$ cat src/rtl/controlador_linha_envase_pkg.sv
// Shared definitions for the bottling line sequencer: state codes, default
// parameter values and the register widths derived from them.
package controlador_linha_envase_pkg;

    localparam int unsigned GARRAFAS_POR_DUZIA_DEF = 12;
    localparam int unsigned FILL_TIMEOUT_DEF       = 1000;
    localparam int unsigned CAP_CYCLES_DEF         = 50;
    localparam int unsigned MAX_ROLHAS_DEF         = 20;
    localparam int unsigned ROLHAS_INICIAIS_DEF    = 20;
    localparam int unsigned REFILL_ROLHAS_DEF      = 15;

    // One timer serves FILL and CAP, so it is sized for the longer of the two.
    localparam int unsigned TIMER_MAX  = (FILL_TIMEOUT_DEF > CAP_CYCLES_DEF) ?
                                         FILL_TIMEOUT_DEF : CAP_CYCLES_DEF;
    localparam int unsigned TIMER_W    = $clog2(TIMER_MAX);
    localparam int unsigned GARRAFAS_W = $clog2(GARRAFAS_POR_DUZIA_DEF);
    localparam int unsigned ROLHAS_W   = $clog2(MAX_ROLHAS_DEF + 1);
    localparam int unsigned ESTADO_W   = 3;

    typedef enum logic [ESTADO_W-1:0] {
        StIdle      = 3'd0,
        StTransport = 3'd1,
        StFill      = 3'd2,
        StCap       = 3'd3,
        StInspect   = 3'd4,
        StFault     = 3'd5
    } estado_e;

endpackage

$ cat src/rtl/controlador_linha_envase_if.sv
// Operator/sensor/actuator bundle of the bottling line. The line controller
// takes the slave side; whatever drives sensors and buttons takes the master.
interface controlador_linha_envase_if;
    import controlador_linha_envase_pkg::*;

    logic                  start_i;
    logic                  stop_i;
    logic                  sensor_posicao_i;
    logic                  sensor_nivel_i;
    logic                  cq_valid_i;
    logic                  cq_ok_i;
    logic                  reabastecer_i;
    logic                  ack_alarme_i;

    logic                  motor_on_o;
    logic                  valvula_on_o;
    logic                  vedacao_on_o;
    logic                  descarte_o;
    logic                  incr_duzia_o;
    logic                  alarme_o;
    logic [ESTADO_W-1:0]   estado_o;
    logic [GARRAFAS_W-1:0] garrafas_o;
    logic [ROLHAS_W-1:0]   rolhas_o;

    modport master (
        output start_i, stop_i, sensor_posicao_i, sensor_nivel_i,
               cq_valid_i, cq_ok_i, reabastecer_i, ack_alarme_i,
        input  motor_on_o, valvula_on_o, vedacao_on_o, descarte_o,
               incr_duzia_o, alarme_o, estado_o, garrafas_o, rolhas_o
    );

    modport slave (
        input  start_i, stop_i, sensor_posicao_i, sensor_nivel_i,
               cq_valid_i, cq_ok_i, reabastecer_i, ack_alarme_i,
        output motor_on_o, valvula_on_o, vedacao_on_o, descarte_o,
               incr_duzia_o, alarme_o, estado_o, garrafas_o, rolhas_o
    );

endinterface

$ cat src/rtl/controlador_linha_envase_detector_borda.sv
// Rising-edge detector: one register holds the previous sample, the pulse is
// high during the cycle in which the input is first seen high.
module controlador_linha_envase_detector_borda (
    input  logic clk,
    input  logic reset,
    input  logic sinal_i,
    output logic pulso_o
);

    logic anterior_q;

    // Remember last cycle's level of the input.
    always_ff @(posedge clk or posedge reset) begin
        if (reset) begin
            anterior_q <= 1'b0;
        end else begin
            anterior_q <= sinal_i;
        end
    end

    assign pulso_o = sinal_i & ~anterior_q;

endmodule

$ cat src/rtl/controlador_linha_envase.sv
// Bottling line master sequencer: conveyor, fill, cap, inspection, approved
// bottle counting with a dozen pulse, cork stock and fault alarm.
module controlador_linha_envase
    import controlador_linha_envase_pkg::*;
#(
    parameter int unsigned GARRAFAS_POR_DUZIA = GARRAFAS_POR_DUZIA_DEF,
    parameter int unsigned FILL_TIMEOUT       = FILL_TIMEOUT_DEF,
    parameter int unsigned CAP_CYCLES         = CAP_CYCLES_DEF,
    parameter int unsigned MAX_ROLHAS         = MAX_ROLHAS_DEF,
    parameter int unsigned ROLHAS_INICIAIS    = ROLHAS_INICIAIS_DEF,
    parameter int unsigned REFILL_ROLHAS      = REFILL_ROLHAS_DEF
) (
    input logic                       clk,
    input logic                       reset,
    controlador_linha_envase_if.slave linha_io
);

    // Two spare bits so refill arithmetic cannot wrap before saturation.
    localparam int unsigned SomaW = ROLHAS_W + 2;

    logic start_p, stop_p, posicao_p, cq_p, reab_p, ack_p;

    controlador_linha_envase_detector_borda u_borda_start (
        .clk(clk), .reset(reset), .sinal_i(linha_io.start_i), .pulso_o(start_p)
    );
    controlador_linha_envase_detector_borda u_borda_stop (
        .clk(clk), .reset(reset), .sinal_i(linha_io.stop_i), .pulso_o(stop_p)
    );
    controlador_linha_envase_detector_borda u_borda_posicao (
        .clk(clk), .reset(reset), .sinal_i(linha_io.sensor_posicao_i), .pulso_o(posicao_p)
    );
    controlador_linha_envase_detector_borda u_borda_cq (
        .clk(clk), .reset(reset), .sinal_i(linha_io.cq_valid_i), .pulso_o(cq_p)
    );
    controlador_linha_envase_detector_borda u_borda_reab (
        .clk(clk), .reset(reset), .sinal_i(linha_io.reabastecer_i), .pulso_o(reab_p)
    );
    controlador_linha_envase_detector_borda u_borda_ack (
        .clk(clk), .reset(reset), .sinal_i(linha_io.ack_alarme_i), .pulso_o(ack_p)
    );

    estado_e               estado_q, estado_d;
    logic [TIMER_W-1:0]    timer_q, timer_d;
    logic [GARRAFAS_W-1:0] garrafas_q, garrafas_d;
    logic [ROLHAS_W-1:0]   rolhas_q, rolhas_d;
    logic                  stop_q, stop_d;
    logic                  descarte_q, descarte_d;
    logic                  incr_q, incr_d;
    logic                  motor_q, valvula_q, vedacao_q, alarme_q;
    logic                  consome_rolha;
    logic [SomaW-1:0]      soma_rolhas;

    // Next state, shared timer, bottle counter, stop latch and output pulses.
    always_comb begin
        estado_d      = estado_q;
        timer_d       = timer_q;
        garrafas_d    = garrafas_q;
        stop_d        = stop_q | stop_p;
        descarte_d    = 1'b0;
        incr_d        = 1'b0;
        consome_rolha = 1'b0;
        case (estado_q)
            StIdle: begin
                stop_d = 1'b0;
                // A simultaneous stop cancels the start.
                if (start_p && !stop_p) begin
                    estado_d = StTransport;
                end
            end
            StTransport: begin
                if (posicao_p) begin
                    estado_d = StFill;
                    timer_d  = '0;
                end
            end
            StFill: begin
                // Level reached takes priority over a timeout in the same cycle.
                if (linha_io.sensor_nivel_i) begin
                    if (rolhas_q != '0) begin
                        estado_d = StCap;
                        timer_d  = '0;
                    end else begin
                        estado_d = StFault;
                    end
                end else if (timer_q == TIMER_W'(FILL_TIMEOUT - 1)) begin
                    estado_d = StFault;
                end else begin
                    timer_d = timer_q + TIMER_W'(1);
                end
            end
            StCap: begin
                if (timer_q == TIMER_W'(CAP_CYCLES - 1)) begin
                    estado_d      = StInspect;
                    consome_rolha = 1'b1;
                end else begin
                    timer_d = timer_q + TIMER_W'(1);
                end
            end
            StInspect: begin
                if (cq_p) begin
                    if (linha_io.cq_ok_i) begin
                        if (garrafas_q == GARRAFAS_W'(GARRAFAS_POR_DUZIA - 1)) begin
                            garrafas_d = '0;
                            incr_d     = 1'b1;
                        end else begin
                            garrafas_d = garrafas_q + GARRAFAS_W'(1);
                        end
                    end else begin
                        descarte_d = 1'b1;
                    end
                    if (stop_q || stop_p) begin
                        estado_d = StIdle;
                        stop_d   = 1'b0;
                    end else begin
                        estado_d = StTransport;
                    end
                end
            end
            StFault: begin
                if (ack_p) begin
                    estado_d = StIdle;
                    stop_d   = 1'b0;
                end
            end
            default: begin
                estado_d = StIdle;
            end
        endcase
    end

    // Cork stock: consume one per capped bottle, add refills, saturate at the maximum.
    always_comb begin
        soma_rolhas = {2'b00, rolhas_q};
        if (consome_rolha) begin
            soma_rolhas = soma_rolhas - SomaW'(1);
        end
        if (reab_p) begin
            soma_rolhas = soma_rolhas + SomaW'(REFILL_ROLHAS);
        end
        if (soma_rolhas > SomaW'(MAX_ROLHAS)) begin
            soma_rolhas = SomaW'(MAX_ROLHAS);
        end
        rolhas_d = soma_rolhas[ROLHAS_W-1:0];
    end

    // State, counters and registered actuator outputs decoded from the next state.
    always_ff @(posedge clk or posedge reset) begin
        if (reset) begin
            estado_q   <= StIdle;
            timer_q    <= '0;
            garrafas_q <= '0;
            rolhas_q   <= ROLHAS_W'(ROLHAS_INICIAIS);
            stop_q     <= 1'b0;
            descarte_q <= 1'b0;
            incr_q     <= 1'b0;
            motor_q    <= 1'b0;
            valvula_q  <= 1'b0;
            vedacao_q  <= 1'b0;
            alarme_q   <= 1'b0;
        end else begin
            estado_q   <= estado_d;
            timer_q    <= timer_d;
            garrafas_q <= garrafas_d;
            rolhas_q   <= rolhas_d;
            stop_q     <= stop_d;
            descarte_q <= descarte_d;
            incr_q     <= incr_d;
            motor_q    <= (estado_d == StTransport) || (estado_d == StInspect);
            valvula_q  <= (estado_d == StFill);
            vedacao_q  <= (estado_d == StCap);
            alarme_q   <= (estado_d == StFault);
        end
    end

    assign linha_io.motor_on_o   = motor_q;
    assign linha_io.valvula_on_o = valvula_q;
    assign linha_io.vedacao_on_o = vedacao_q;
    assign linha_io.descarte_o   = descarte_q;
    assign linha_io.incr_duzia_o = incr_q;
    assign linha_io.alarme_o     = alarme_q;
    assign linha_io.estado_o     = estado_q;
    assign linha_io.garrafas_o   = garrafas_q;
    assign linha_io.rolhas_o     = rolhas_q;

endmodule

$ cat src/flat_wrapper.sv
// flat-port wrapper written by rule: the top's interface ports become plain ports
module controlador_linha_envase_flat import controlador_linha_envase_pkg::*;
#(
    parameter int unsigned GARRAFAS_POR_DUZIA = GARRAFAS_POR_DUZIA_DEF,
    parameter int unsigned FILL_TIMEOUT       = FILL_TIMEOUT_DEF,
    parameter int unsigned CAP_CYCLES         = CAP_CYCLES_DEF,
    parameter int unsigned MAX_ROLHAS         = MAX_ROLHAS_DEF,
    parameter int unsigned ROLHAS_INICIAIS    = ROLHAS_INICIAIS_DEF,
    parameter int unsigned REFILL_ROLHAS      = REFILL_ROLHAS_DEF
)
  (clk, reset, linha_io_start_i, linha_io_stop_i, linha_io_sensor_posicao_i, linha_io_sensor_nivel_i, linha_io_cq_valid_i, linha_io_cq_ok_i, linha_io_reabastecer_i, linha_io_ack_alarme_i, linha_io_motor_on_o, linha_io_valvula_on_o, linha_io_vedacao_on_o, linha_io_descarte_o, linha_io_incr_duzia_o, linha_io_alarme_o, linha_io_estado_o, linha_io_garrafas_o, linha_io_rolhas_o);
  controlador_linha_envase_if linha_io_i ();
  input logic clk;
  input logic reset;
  input wire logic [$bits(linha_io_i.start_i)-1:0] linha_io_start_i;
  input wire logic [$bits(linha_io_i.stop_i)-1:0] linha_io_stop_i;
  input wire logic [$bits(linha_io_i.sensor_posicao_i)-1:0] linha_io_sensor_posicao_i;
  input wire logic [$bits(linha_io_i.sensor_nivel_i)-1:0] linha_io_sensor_nivel_i;
  input wire logic [$bits(linha_io_i.cq_valid_i)-1:0] linha_io_cq_valid_i;
  input wire logic [$bits(linha_io_i.cq_ok_i)-1:0] linha_io_cq_ok_i;
  input wire logic [$bits(linha_io_i.reabastecer_i)-1:0] linha_io_reabastecer_i;
  input wire logic [$bits(linha_io_i.ack_alarme_i)-1:0] linha_io_ack_alarme_i;
  output wire logic [$bits(linha_io_i.motor_on_o)-1:0] linha_io_motor_on_o;
  output wire logic [$bits(linha_io_i.valvula_on_o)-1:0] linha_io_valvula_on_o;
  output wire logic [$bits(linha_io_i.vedacao_on_o)-1:0] linha_io_vedacao_on_o;
  output wire logic [$bits(linha_io_i.descarte_o)-1:0] linha_io_descarte_o;
  output wire logic [$bits(linha_io_i.incr_duzia_o)-1:0] linha_io_incr_duzia_o;
  output wire logic [$bits(linha_io_i.alarme_o)-1:0] linha_io_alarme_o;
  output wire logic [$bits(linha_io_i.estado_o)-1:0] linha_io_estado_o;
  output wire logic [$bits(linha_io_i.garrafas_o)-1:0] linha_io_garrafas_o;
  output wire logic [$bits(linha_io_i.rolhas_o)-1:0] linha_io_rolhas_o;
  assign linha_io_i.start_i = linha_io_start_i;
  assign linha_io_i.stop_i = linha_io_stop_i;
  assign linha_io_i.sensor_posicao_i = linha_io_sensor_posicao_i;
  assign linha_io_i.sensor_nivel_i = linha_io_sensor_nivel_i;
  assign linha_io_i.cq_valid_i = linha_io_cq_valid_i;
  assign linha_io_i.cq_ok_i = linha_io_cq_ok_i;
  assign linha_io_i.reabastecer_i = linha_io_reabastecer_i;
  assign linha_io_i.ack_alarme_i = linha_io_ack_alarme_i;
  assign linha_io_motor_on_o = linha_io_i.motor_on_o;
  assign linha_io_valvula_on_o = linha_io_i.valvula_on_o;
  assign linha_io_vedacao_on_o = linha_io_i.vedacao_on_o;
  assign linha_io_descarte_o = linha_io_i.descarte_o;
  assign linha_io_incr_duzia_o = linha_io_i.incr_duzia_o;
  assign linha_io_alarme_o = linha_io_i.alarme_o;
  assign linha_io_estado_o = linha_io_i.estado_o;
  assign linha_io_garrafas_o = linha_io_i.garrafas_o;
  assign linha_io_rolhas_o = linha_io_i.rolhas_o;
  controlador_linha_envase #(.GARRAFAS_POR_DUZIA(GARRAFAS_POR_DUZIA), .FILL_TIMEOUT(FILL_TIMEOUT), .CAP_CYCLES(CAP_CYCLES), .MAX_ROLHAS(MAX_ROLHAS), .ROLHAS_INICIAIS(ROLHAS_INICIAIS), .REFILL_ROLHAS(REFILL_ROLHAS)) u_core (.clk(clk), .reset(reset), .linha_io(linha_io_i));
endmodule
$ cat config.mk
export PLATFORM = sky130hd
export DESIGN_NAME = controlador_linha_envase_flat
export DESIGN_NICKNAME = d
export VERILOG_FILES = /design/src/rtl/controlador_linha_envase_pkg.sv /design/src/rtl/controlador_linha_envase_if.sv /design/src/rtl/controlador_linha_envase_detector_borda.sv /design/src/rtl/controlador_linha_envase.sv /design/src/flat_wrapper.sv
export SDC_FILE = /design/constraint.sdc
export NUM_CORES = 1
export LEC_CHECK = 0
export BUFFER_PORTS_ARGS = -buffer_cell sky130_fd_sc_hd__buf_2
export CAP_MARGIN = 10
export CORE_ASPECT_RATIO = 1.2
export CORE_MARGIN = 1
export CORE_UTILIZATION = 61
export DETAILED_ROUTE_END_ITERATION = 10
export GPL_TIMING_DRIVEN = 0
export MAX_ROUTING_LAYER = met4
export PLACE_DENSITY = 0.94
export SYNTH_ARGS = -nofsm -noshare
export SYNTH_HDL_FRONTEND = slang
export SYNTH_SLANG_ARGS = --single-unit
$ cat constraint.sdc
create_clock -name clk -period 5.19 [get_ports clk]
set_clock_uncertainty 0.1 [all_clocks]
set_input_delay 0.519 -clock clk [delete_from_list [all_inputs] [get_ports clk]]
set_output_delay 0.519 -clock clk [all_outputs]
set_load 0.02 [all_outputs]
# Word-level counts from Yosys, hierarchy flattened
# Index checks and enable logic that the tools add are counted.
[totals]
regBits = 35
inputBits = 10
word_cells = 94
[classes]
add_sub_neg = 4
order_cmp = 1
eq_ne = 17
mux = 33
bitwise = 13
reduce_logical = 9
[op_table]
columns = ["operator", "count"]
rows = [
  ["$mux 10", 5],
  ["$pmux 10 s3", 1],
  ["$mux 3", 8],
  ["$pmux 3 s6", 1],
  ["$mux 7", 2],
  ["$mux 1", 13],
  ["$eq 3x2->1 const B", 4],
  ["$eq 3x3->1 const B", 4],
  ["$add 10x1->10 const B", 1],
  ["$eq 10x10->1 const B", 1],
  ["$eq 10x6->1 const B", 1],
  ["$add 7x4->7 const B", 1],
  ["$gt 7x5->1 const B", 1],
  ["$and 1x1->1", 6],
  ["$eq 3x1->1 const B", 2],
  ["$not 1->1", 6],
  ["$sub 5x1->6 const B", 1],
  ["$mux 5", 1],
  ["$reduce_and 5->1", 1],
  ["$reduce_bool 5->1", 1],
  ["$add 4x1->4 const B", 1],
  ["$eq 4x4->1 const B", 1],
  ["$mux 4", 1],
  ["$logic_not 3->1", 1],
  ["other kinds (11)", 12],
]

# Longest topological paths before layout
# Gate-level depths: netlist of the first run.
[depth]
depth_word = 8
ltp_mapped = 13

# Cells and area by module
# Synthesis of the first run repeated with hierarchy kept, for this count alone.
[unflattened]
cells_unflattened = 222
hier_area_um2 = 2157.1
[modules_own_cells]
columns = ["module", "n_inst", "cells_per_inst", "area_each_um2", "seq_area_each_um2"]
rows = [
  ["controlador_linha_envase", 1, 204, 1901.8, 728.2],
  ["controlador_linha_envase_detector_borda", 6, 3, 42.5, 25.0],
]

# Least setup slack after synthesis of the first run
# No wires, ideal clock.
[synth_timing]
kind = "reg-to-reg"
from = "register u_core.timer_q[1]"
to = "register u_core.rolhas_q[2], in the netlist u_core.linha_io.rolhas_o[2]"
setup_ns = 0.082
arrival_time_ns = 2.890
required_time_ns = 5.008
setup_slack_ns = 2.118
path_stages_with_launch = 13
n_path_buf = 1
synth_period_minus_slack_ns = 3.072
path_cell_list = "dfrtp_1 inv_1 ha_1 or4bb_1 or4_4 buf_6 a21oi_1 ha_1 a31oi_1 and3_1 o211ai_1 o221ai_2 a211o_1"
[synth_between]
elab_chain_cells = 8
[synth_rtl]
columns = ["item", "line", "rtl"]
rows = [
  ["start, declared", "controlador_linha_envase.sv:43", "logic [TIMER_W-1:0] timer_q, timer_d;"],
  ["start signal, assigned", "controlador_linha_envase.sv:162", "timer_q <= timer_d;"],
  ["$eq 10x6->1 (*)", "controlador_linha_envase.sv:92", "if (timer_q == TIMER_W'(CAP_CYCLES - 1)) begin"],
  ["$mux 1 (*)", "controlador_linha_envase.sv:92", ""],
  ["$mux 1 (*)", "controlador_linha_envase.sv:62", "case (estado_q)"],
  ["$mux 7 (*)", "controlador_linha_envase.sv:134", "if (consome_rolha) begin"],
  ["$add 7x4->7", "controlador_linha_envase.sv:138", "soma_rolhas = soma_rolhas + SomaW'(REFILL_ROLHAS);"],
  ["$mux 7 (*)", "controlador_linha_envase.sv:137", "if (reab_p) begin"],
  ["$gt 7x5->1", "controlador_linha_envase.sv:140", "if (soma_rolhas > SomaW'(MAX_ROLHAS)) begin"],
  ["$mux 5 (*)", "controlador_linha_envase.sv:140", ""],
  ["via u_core.soma_rolhas[2]", "controlador_linha_envase.sv:51", "logic [SomaW-1:0] soma_rolhas;"],
  ["end signal, assigned", "controlador_linha_envase.sv:152", "rolhas_q <= ROLHAS_W'(ROLHAS_INICIAIS);"],
  ["end signal, assigned", "controlador_linha_envase.sv:164", "rolhas_q <= rolhas_d;"],
  ["end, declared", "controlador_linha_envase.sv:45", "logic [ROLHAS_W-1:0] rolhas_q, rolhas_d;"],
]
# Mark *: on every way through the listed nets, which the timed path passes. The rest lies on a longest branch.
# A chain may end at the register's enable or synchronous reset.

# Worst setup path after layout of the first run
# Same ends and word-level chain as after synthesis.

==> summary.md, run 1 <==
| Metric | Value |
|---|---|
| Asr flop ratio synth | 100% |
| Synthesized flop and latch total | 35 |
| Fin Hold WS | 0.161 ns |
| CTS tree | yes |
| RR Endpoint | u_core.linha_io.rolhas_o[2] |
| CTS Buf Count | 5 |
| Width of the die | 54.7 µm |
| Power density cells | 449 nW/µm² |
| R2R Path Start | u_core.timer_q[1] |
| Worst Setup Start Kind | register |
| Grt ovf | 0 |
| Initial Util | 65.4% |
| Hpwl dp | 3330 µm |
| CORE AREA | 3110 µm² |
| Max Cap Viol | 0 |
| Fin. max-slew vios | 0 |
| Cells after synthesis | 220 |
| Detailed-route via count | 1774 |
| Static Leak | 0.00102 µW |
| Largest net degree at the start of global routing | 21 |
| CTS Hold Bufs | 0 |
| Crit path capture type | register |
| Die height | 65.2 µm |
| Final period util | 66.5% |
| R2R cell count | 11 |
| Setup slack, reg-to-reg | 1.74 ns |
| PortBufs | 27 |
| DRT Pass-1 Iters | 5 |
| Clk pin slew, worst setup/hold paths | 0.11 ns |
| Ys flop type | dfrtp_1 |
| Total negative setup slack | 0 ns |
| Yosys warns | 0 |
| Starting DRT DRC Count | 67 |
| Vias in the first global route | 1638 |
| Fin crit period | 3.45 ns |
| Fin. Hold Viols | 0 |
| Clk_lat worst skew | 0.34 ns |
| Post_cts resized | 0 |
| Worst Hold Class | in2async |
| Antenna violations before repair | 0 |
| Net count after synthesis | 235 |
| Final Util | 73.9% |
| Seq/Total Area, Yosys | 43.2% |
| Max-Slew Margin vs Limit | 40.9% |
| Setup bufs post-CTS | 0 |
| CTS root buf | clkbuf_4 |
| Maximum clock rate | 0.290 GHz |
| Cell Area, Synth | 2030 µm² |
| Total Routing Usage GR | 28.8% |
| Crit path kind | reg2reg |
| Peak supply drop | 0.441 mV |
| Final cell count without fillers | 292 |
| CP required | 5.37 ns |
| Syn avg cell area | 9.24 µm² |
| Placer Congestion | 0.812 |
| Placed cell count | 284 |
| Drt total wl | 4390 µm |
| Worst Path Arrival | 3.63 ns |
| Placed inst area | 2240 µm² |
| Clock Path Buffers | 2 |
| Netlist cell types | 53 |
| Area growth, synth to finish | 13.0% |
| Run status | finished, final reports clean |
| Die area | 3570 µm² |
| Post-route ant nets | 0 |
| Design Area, Final | 2300 µm² |
| Drt drc | 0 |
| Site Rows | 22 |
| Vias per cell | 6.08 |
| Ant diodes | 0 |
| Number of flops mapped to enable cells by yosys | 0 |
| Sinks on Clock Net | 35 |
| CP max FO | 5 |
| Nets | 270 |
| Layout cell share with drive strength beyond 1 | 20.3% |
| RSZ-0062 raised after global routing | no |
| Setup-violating endpoint count in the final report | 0 |
| Global-route wire length before repair | 7030 µm |
| Fillcell total | 224 |
| Worst-Margin Slew | 0.878 ns |
| H-tree Lvls | 2 |
| Avg WL per Cell | 15.0 µm |
| Worst Setup SP | u_core.timer_q[1] |
| Ports | 28 |
placed cells by master, fill, tap and decap left out, drive strengths merged, types with 3 or more instances in the layout:
| master | synthesis | routed |
|---|---|---|
| dfrtp | 33 | 33 |
| buf | 1 | 29 |
| nor2 | 25 | 25 |
| o21ai | 16 | 16 |
| inv | 14 | 14 |
| nand2 | 14 | 14 |
| a21oi | 14 | 14 |
| clkbuf | 7 | 12 |
| nor2b | 7 | 7 |
| nand3 | 6 | 6 |
| xor2 | 5 | 5 |
| ha | 5 | 5 |
| nand2b | 4 | 4 |
| nor3 | 4 | 4 |
| mux2 | 4 | 4 |
| nor4 | 4 | 4 |
| xnor2 | 4 | 4 |
| o31ai | 4 | 4 |
| nand4 | 3 | 3 |
| nor3b | 3 | 3 |
| o211ai | 3 | 3 |
| a31oi | 3 | 3 |
| or4 | 3 | 3 |
| or2 | 3 | 3 |
flip-flops by register name, summed over array words and instances (netlist names), 3 cells and up:
signal	flops
u_core.linha_io.garrafas_o	4
u_core.timer_q	10
u_core.linha_io.estado_o	3
u_core.linha_io.rolhas_o	5
synthesized netlist by cell type (all sizes together) (3+ instances only):
cell / instances / share of area [%]
o31ai: 4 / 1.5
xnor2: 4 / 1.7
nand4: 3 / 0.92
nand2b: 4 / 1.2
inv: 14 / 2.6
or2: 3 / 0.92
nor2b: 7 / 2.2
nand3: 6 / 1.5
clkbuf: 7 / 1.3
nor2: 25 / 4.6
o21ai: 16 / 3.9
nand2: 14 / 2.6
nor3: 4 / 0.98
nor4: 4 / 1.2
dfrtp: 33 / 41
or4: 3 / 1.5
a31oi: 3 / 0.92
nor3b: 3 / 1.1
mux2: 4 / 2.2
xor2: 5 / 2.2
o211ai: 3 / 1.1
ha: 5 / 3.1
a21oi: 14 / 4.0
cells by family after synthesis:
kind of cell             after synthesis  share of synthesized area [%]
AO/OA/AOI/OAI                         55                           18.6
XOR/XNOR                               9                           3.88
adder cells (fa/ha/maj)                5                           3.08
buffers and inverters                 22                           4.43
flip-flops                            35                           43.2
multiplexers                           5                           2.71
AND/OR/NAND/NOR                       89                           24.1
worst max-delay path by stage:
stage,to,slack (ns),cells past startpoint
5_1_grt,u_core.linha_io.rolhas_o[0],1.60,11
3_3_place_gp,u_core.linha_io.rolhas_o[2],1.87,12
2_1_floorplan,u_core.linha_io.rolhas_o[2],2.12,12
4_1_cts,u_core.linha_io.rolhas_o[0],1.76,11
3_5_place_dp,u_core.linha_io.rolhas_o[0],1.77,11
6_report,u_core.linha_io.rolhas_o[2],1.74,11
worst max-delay path: stages (launching register included):
cell      delay [ns]
dfrtp_1         0.42
inv_1           0.08
ha_1            0.13
or4bb_1         0.47
nor4_1          0.67
xnor2_1         0.24
ha_1            0.31
a31oi_1         0.14
and3_1          0.21
o211ai_1        0.11
o221ai_2        0.19
a211o_1         0.33
metal layers:
layer | track usage, % | share of wire (%) | wire, µm | vias to the layer above
li1 | - | - | - | 867
met1 | 34.6 | 42 | 1850 | 841
met2 | 45.2 | 51 | 2240 | 56
met5 | - | 0 | 0 | -
met3 | 7.64 | 4.9 | 214 | 10
met4 | 11.5 | 1.7 | 76 | 0
through the flow:
stage	power (µW)	setup WS, ns
floorplan	753	2.12
global placement	861	1.87
detailed placement	888	1.77
CTS	1030	1.76
global route	1110	1.60
finish	1030	1.74
area by class of cell:
class / count / area, µm² / area share (%)
Buffer: 8 / 37.5 / 1.63
Clock buffer: 5 / 37.5 / 1.63
Clock inverter: 3 / 20.0 / 0.871
Inverter: 14 / 52.6 / 2.29
Multi-Input combinational cell: 163 / 1060 / 46.3
Sequential cell: 35 / 878 / 38.2
Tap cell: 36 / 45.0 / 1.96
Timing Repair Buffer: 28 / 163 / 7.08
power breakdown:
part	switching [µW]	internal, µW
Combinational	317	192
Sequential	51.7	331
Clock	90.3	51.7
Total	459	574
Note: power is estimated with default switching activity, not from simulation.
==> run 2, diff against run 1 <==
--- a/config.mk
+++ b/config.mk
@@ -9,11 +9,11 @@
 export CAP_MARGIN = 10
 export CORE_ASPECT_RATIO = 1.2
 export CORE_MARGIN = 1
-export CORE_UTILIZATION = 61
+export CORE_UTILIZATION = 57
 export DETAILED_ROUTE_END_ITERATION = 10
 export GPL_TIMING_DRIVEN = 0
 export MAX_ROUTING_LAYER = met4
-export PLACE_DENSITY = 0.94
+export PLACE_DENSITY = 0.89
 export SYNTH_ARGS = -nofsm -noshare
 export SYNTH_HDL_FRONTEND = slang
 export SYNTH_SLANG_ARGS = --single-unit
==> constraint.sdc (replaced) <==
create_clock -name clk -period 3.2 [get_ports clk]
set_clock_uncertainty 0.1 [all_clocks]
set_input_delay 0.32 -clock clk [delete_from_list [all_inputs] [get_ports clk]]
set_output_delay 0.32 -clock clk [all_outputs]
set_load 0.02 [all_outputs]
==> summary.md, run 2 (synthesis gave the netlist of run 1 again) <==
| Metric | Value |
|---|---|
| Switching fraction of total power | 41.2% (was 44.4%) |
| Nets | 273 (was 270) |
| Die area | 3810 µm² (was 3570 µm²) |
| Total Routing Usage GR | 25.8% (was 28.8%) |
| Ports | 28 (unchanged) |
| Number of flip-flops in the largest register | 10 (unchanged) |
| DRT Pass-1 Iters | 5 (unchanged) |
| Worst Hold Class | in2reg (was in2async) |
| CTS root buf | clkbuf_8 (was clkbuf_4) |
| Width of the die | 56.5 µm (was 54.7 µm) |
| Total negative setup slack | -0.00358 ns (was 0 ns) |
| Global-route wire length before repair | 7250 µm (was 7030 µm) |
| Site Rows | 23 (was 22) |
| Clk pin slew, worst setup/hold paths | 0.07 ns (was 0.11 ns) |
| R2R Path Start | u_core.timer_q[1] (unchanged) |
| Final cell count without fillers | 296 (was 292) |
| Ant diodes | 0 (unchanged) |
| Clk_lat worst skew | 0.29 ns (was 0.34 ns) |
| Fin crit period | 3.20 ns (was 3.45 ns) |
| PortBufs | 27 (unchanged) |
| Max-Slew Margin vs Limit | 46.9% (was 40.9%) |
| Final period util | 100% (was 66.5%) |
| H-tree Lvls | 2 (unchanged) |
| Peak supply drop | 0.715 mV (was 0.441 mV) |
| Hold wc startpoint | linha_io_reabastecer_i |
| Area growth, synth to finish | 20.4% (was 13.0%) |
| CP max FO | 5 (unchanged) |
| Drt total wl | 4620 µm (was 4390 µm) |
| Worst Setup Start Kind | register (unchanged) |
| Vias per cell | 6.13 (was 6.08) |
| Logic pwr share | 46.8% (was 49.2%) |
| Detailed-route via count | 1815 (was 1774) |
| CORE AREA | 3370 µm² (was 3110 µm²) |
| Fin. Hold Viols | 0 (unchanged) |
| Placed cell count | 285 (was 284) |
| Grt ovf | 0 (unchanged) |
| Pint | 1140 µW (was 574 µW) |
| CTS tree | yes (unchanged) |
| Initial Util | 60.4% (was 65.4%) |
| Run status | finished with violations (was finished, final reports clean) |
| Starting DRT DRC Count | 167 (was 67) |
| Post-route ant nets | 0 (unchanged) |
| Power density cells | 790 nW/µm² (was 449 nW/µm²) |
| Vias in the first global route | 1713 (was 1638) |
| Clock network power share | 20.2% (was 13.7%) |
| Max Cap Viol | 0 (unchanged) |
| Drt drc | 0 (unchanged) |
| Setup slack, reg-to-reg | -0.004 ns (was 1.74 ns) |
| Switching power | 797 µW (was 459 µW) |
| Commonest cells after routing, fill and taps aside | 32 x dfrtp_1, 27 x buf_2, 24 x nor2_1 (was 33 x dfrtp_1, 27 x buf_2, 25 x nor2_1) |
| Total Power | 1930 µW (was 1030 µW) |
| Largest net degree at the start of global routing | 22 (was 21) |
| CTS Hold Bufs | 0 (unchanged) |
| Placer Congestion | 0.885 (was 0.812) |
| Setup-violating endpoint count in the final report | 1 (was 0) |
| Die height | 67.4 µm (was 65.2 µm) |
| Worst Path Arrival | 3.33 ns (was 3.63 ns) |
| Hpwl dp | 3230 µm (was 3330 µm) |
| Sinks on Clock Net | 35 (unchanged) |
| RR Endpoint | u_core.linha_io.rolhas_o[2] (unchanged) |
| Layout cell share with drive strength beyond 1 | 25.9% (was 20.3%) |
| CTS Buf Count | 5 (unchanged) |
| Largest Register | u_core.timer_q (unchanged) |
| WHS Endpoint | u_core.u_borda_reab.anterior_q |
| Commonest non-fill, non-tap cell in the layout | dfrtp_1 (unchanged) |
| Post-route setup slack | -0.00358 ns (was 1.74 ns) |
| R2R cell count | 11 (unchanged) |
| RSZ-0062 raised after global routing | yes (was no) |
| Hold Path Stages | 1 |
| Static Leak | 0.00107 µW (was 0.00102 µW) |
| Avg WL per Cell | 15.6 µm (was 15.0 µm) |
| Maximum clock rate | 0.312 GHz (was 0.290 GHz) |
| Worst-Margin Slew | 0.796 ns (was 0.878 ns) |
| Clock Path Buffers | 2 (unchanged) |
| Crit path capture type | register (unchanged) |
| Fin. max-slew vios | 0 (unchanged) |
| Failing checks | setup timing |
| CP required | 3.32 ns (was 5.37 ns) |
| Sequential share of power | 33.1% (was 37.0%) |
| Crit path kind | reg2reg (unchanged) |
| Antenna violations before repair | 0 (unchanged) |
[run 2: cell count changes in the layout (fill, tap and decap cells not counted), moves of 2 or more]
cell / before / now
clkbuf_1: 7 / 5
buf_4: 0 / 5
clkinvlp_4: 2 / 0
clkbuf_4: 5 / 0
ha_4: 0 / 2
ha_1: 5 / 3
clkbuf_8: 0 / 5
[run 2: worst max-delay path, stage by stage, from the launching register on]
cell and delay [ns]:
dfrtp_1 0.41, inv_2 0.09, ha_4 0.12, or4bb_4 0.49, or4_4 0.55, a21oi_4 0.21, ha_4 0.18, a31oi_1 0.09
and3_1 0.21, o211ai_1 0.14, o221ai_4 0.20, a211o_1 0.33
[run 2: routing by layer]
metal  routed length, µm  vias up  global-route usage (%)
li1                    -      875                       -
met1                1900      861                    26.7
met2                2390       67                    45.6
met3                 232       12                    6.51
met4                 100        0                    13.1
met5                   0        -                       -
[run 2: timing repair]
action                                  in CTS  in global routing
setup buffers                                4                  1
pin swaps                                    3                  5
endpoints found under the setup margin       7                 14
hold endpoints to repair                     0                  0
resized for setup                            9                  9
[run 2: power by group through the flow]
stage / clock network [µW] / registers, µW / logic, µW
floorplan: 0 / 682 / 540
global placement: 0 / 621 / 779
detailed placement: 0 / 624 / 805
CTS: 397 / 620 / 872
global route: 416 / 653 / 993
finish: 390 / 639 / 904
[run 2: metrics by stage]
stage          area (µm²)  hold WS, ns  utilization (%)  setup WS [ns]
4_1_cts              2410       0.0330             71.6         0.0490
6_report             2450       0.0367             72.7       -0.00358
2_1_floorplan        2030        0.251                -          0.128
5_1_grt              2450       0.0259             72.7         -0.120
3_5_place_dp         2230        0.342             66.2         -0.205
3_3_place_gp         2210        0.341             65.8         -0.147
[run 2: cell type report]
type / instances / area [µm²]
fillers: 244 / 920
well taps: 37 / 46.3
repair buffers: 33 / 188
multi-input cells: 163 / 1140
clock inverters: 3 / 43.8
flip-flops and latches: 35 / 880
plain buffers: 6 / 23.8
inverters: 14 / 52.6
clock buffers: 5 / 68.8
[run 2: how the worst max path moves through the flow]
| stage | startpoint | end | slack, ns | depth (start not counted) |
|---|---|---|---|---|
| final | u_core.timer_q[1] | u_core.linha_io.rolhas_o[2] | -0.004 | 11 |
| after CTS | u_core.timer_q[1] | u_core.linha_io.rolhas_o[2] | 0.05 | 11 |
| after global placement | u_core.timer_q[1] | u_core.linha_io.rolhas_o[0] | -0.15 | 11 |
| after global routing | u_core.timer_q[1] | u_core.linha_io.rolhas_o[2] | -0.12 | 10 |
| after floorplan | u_core.timer_q[1] | u_core.linha_io.rolhas_o[2] | 0.13 | 12 |
| after detailed placement | u_core.timer_q[1] | u_core.linha_io.rolhas_o[0] | -0.21 | 11 |
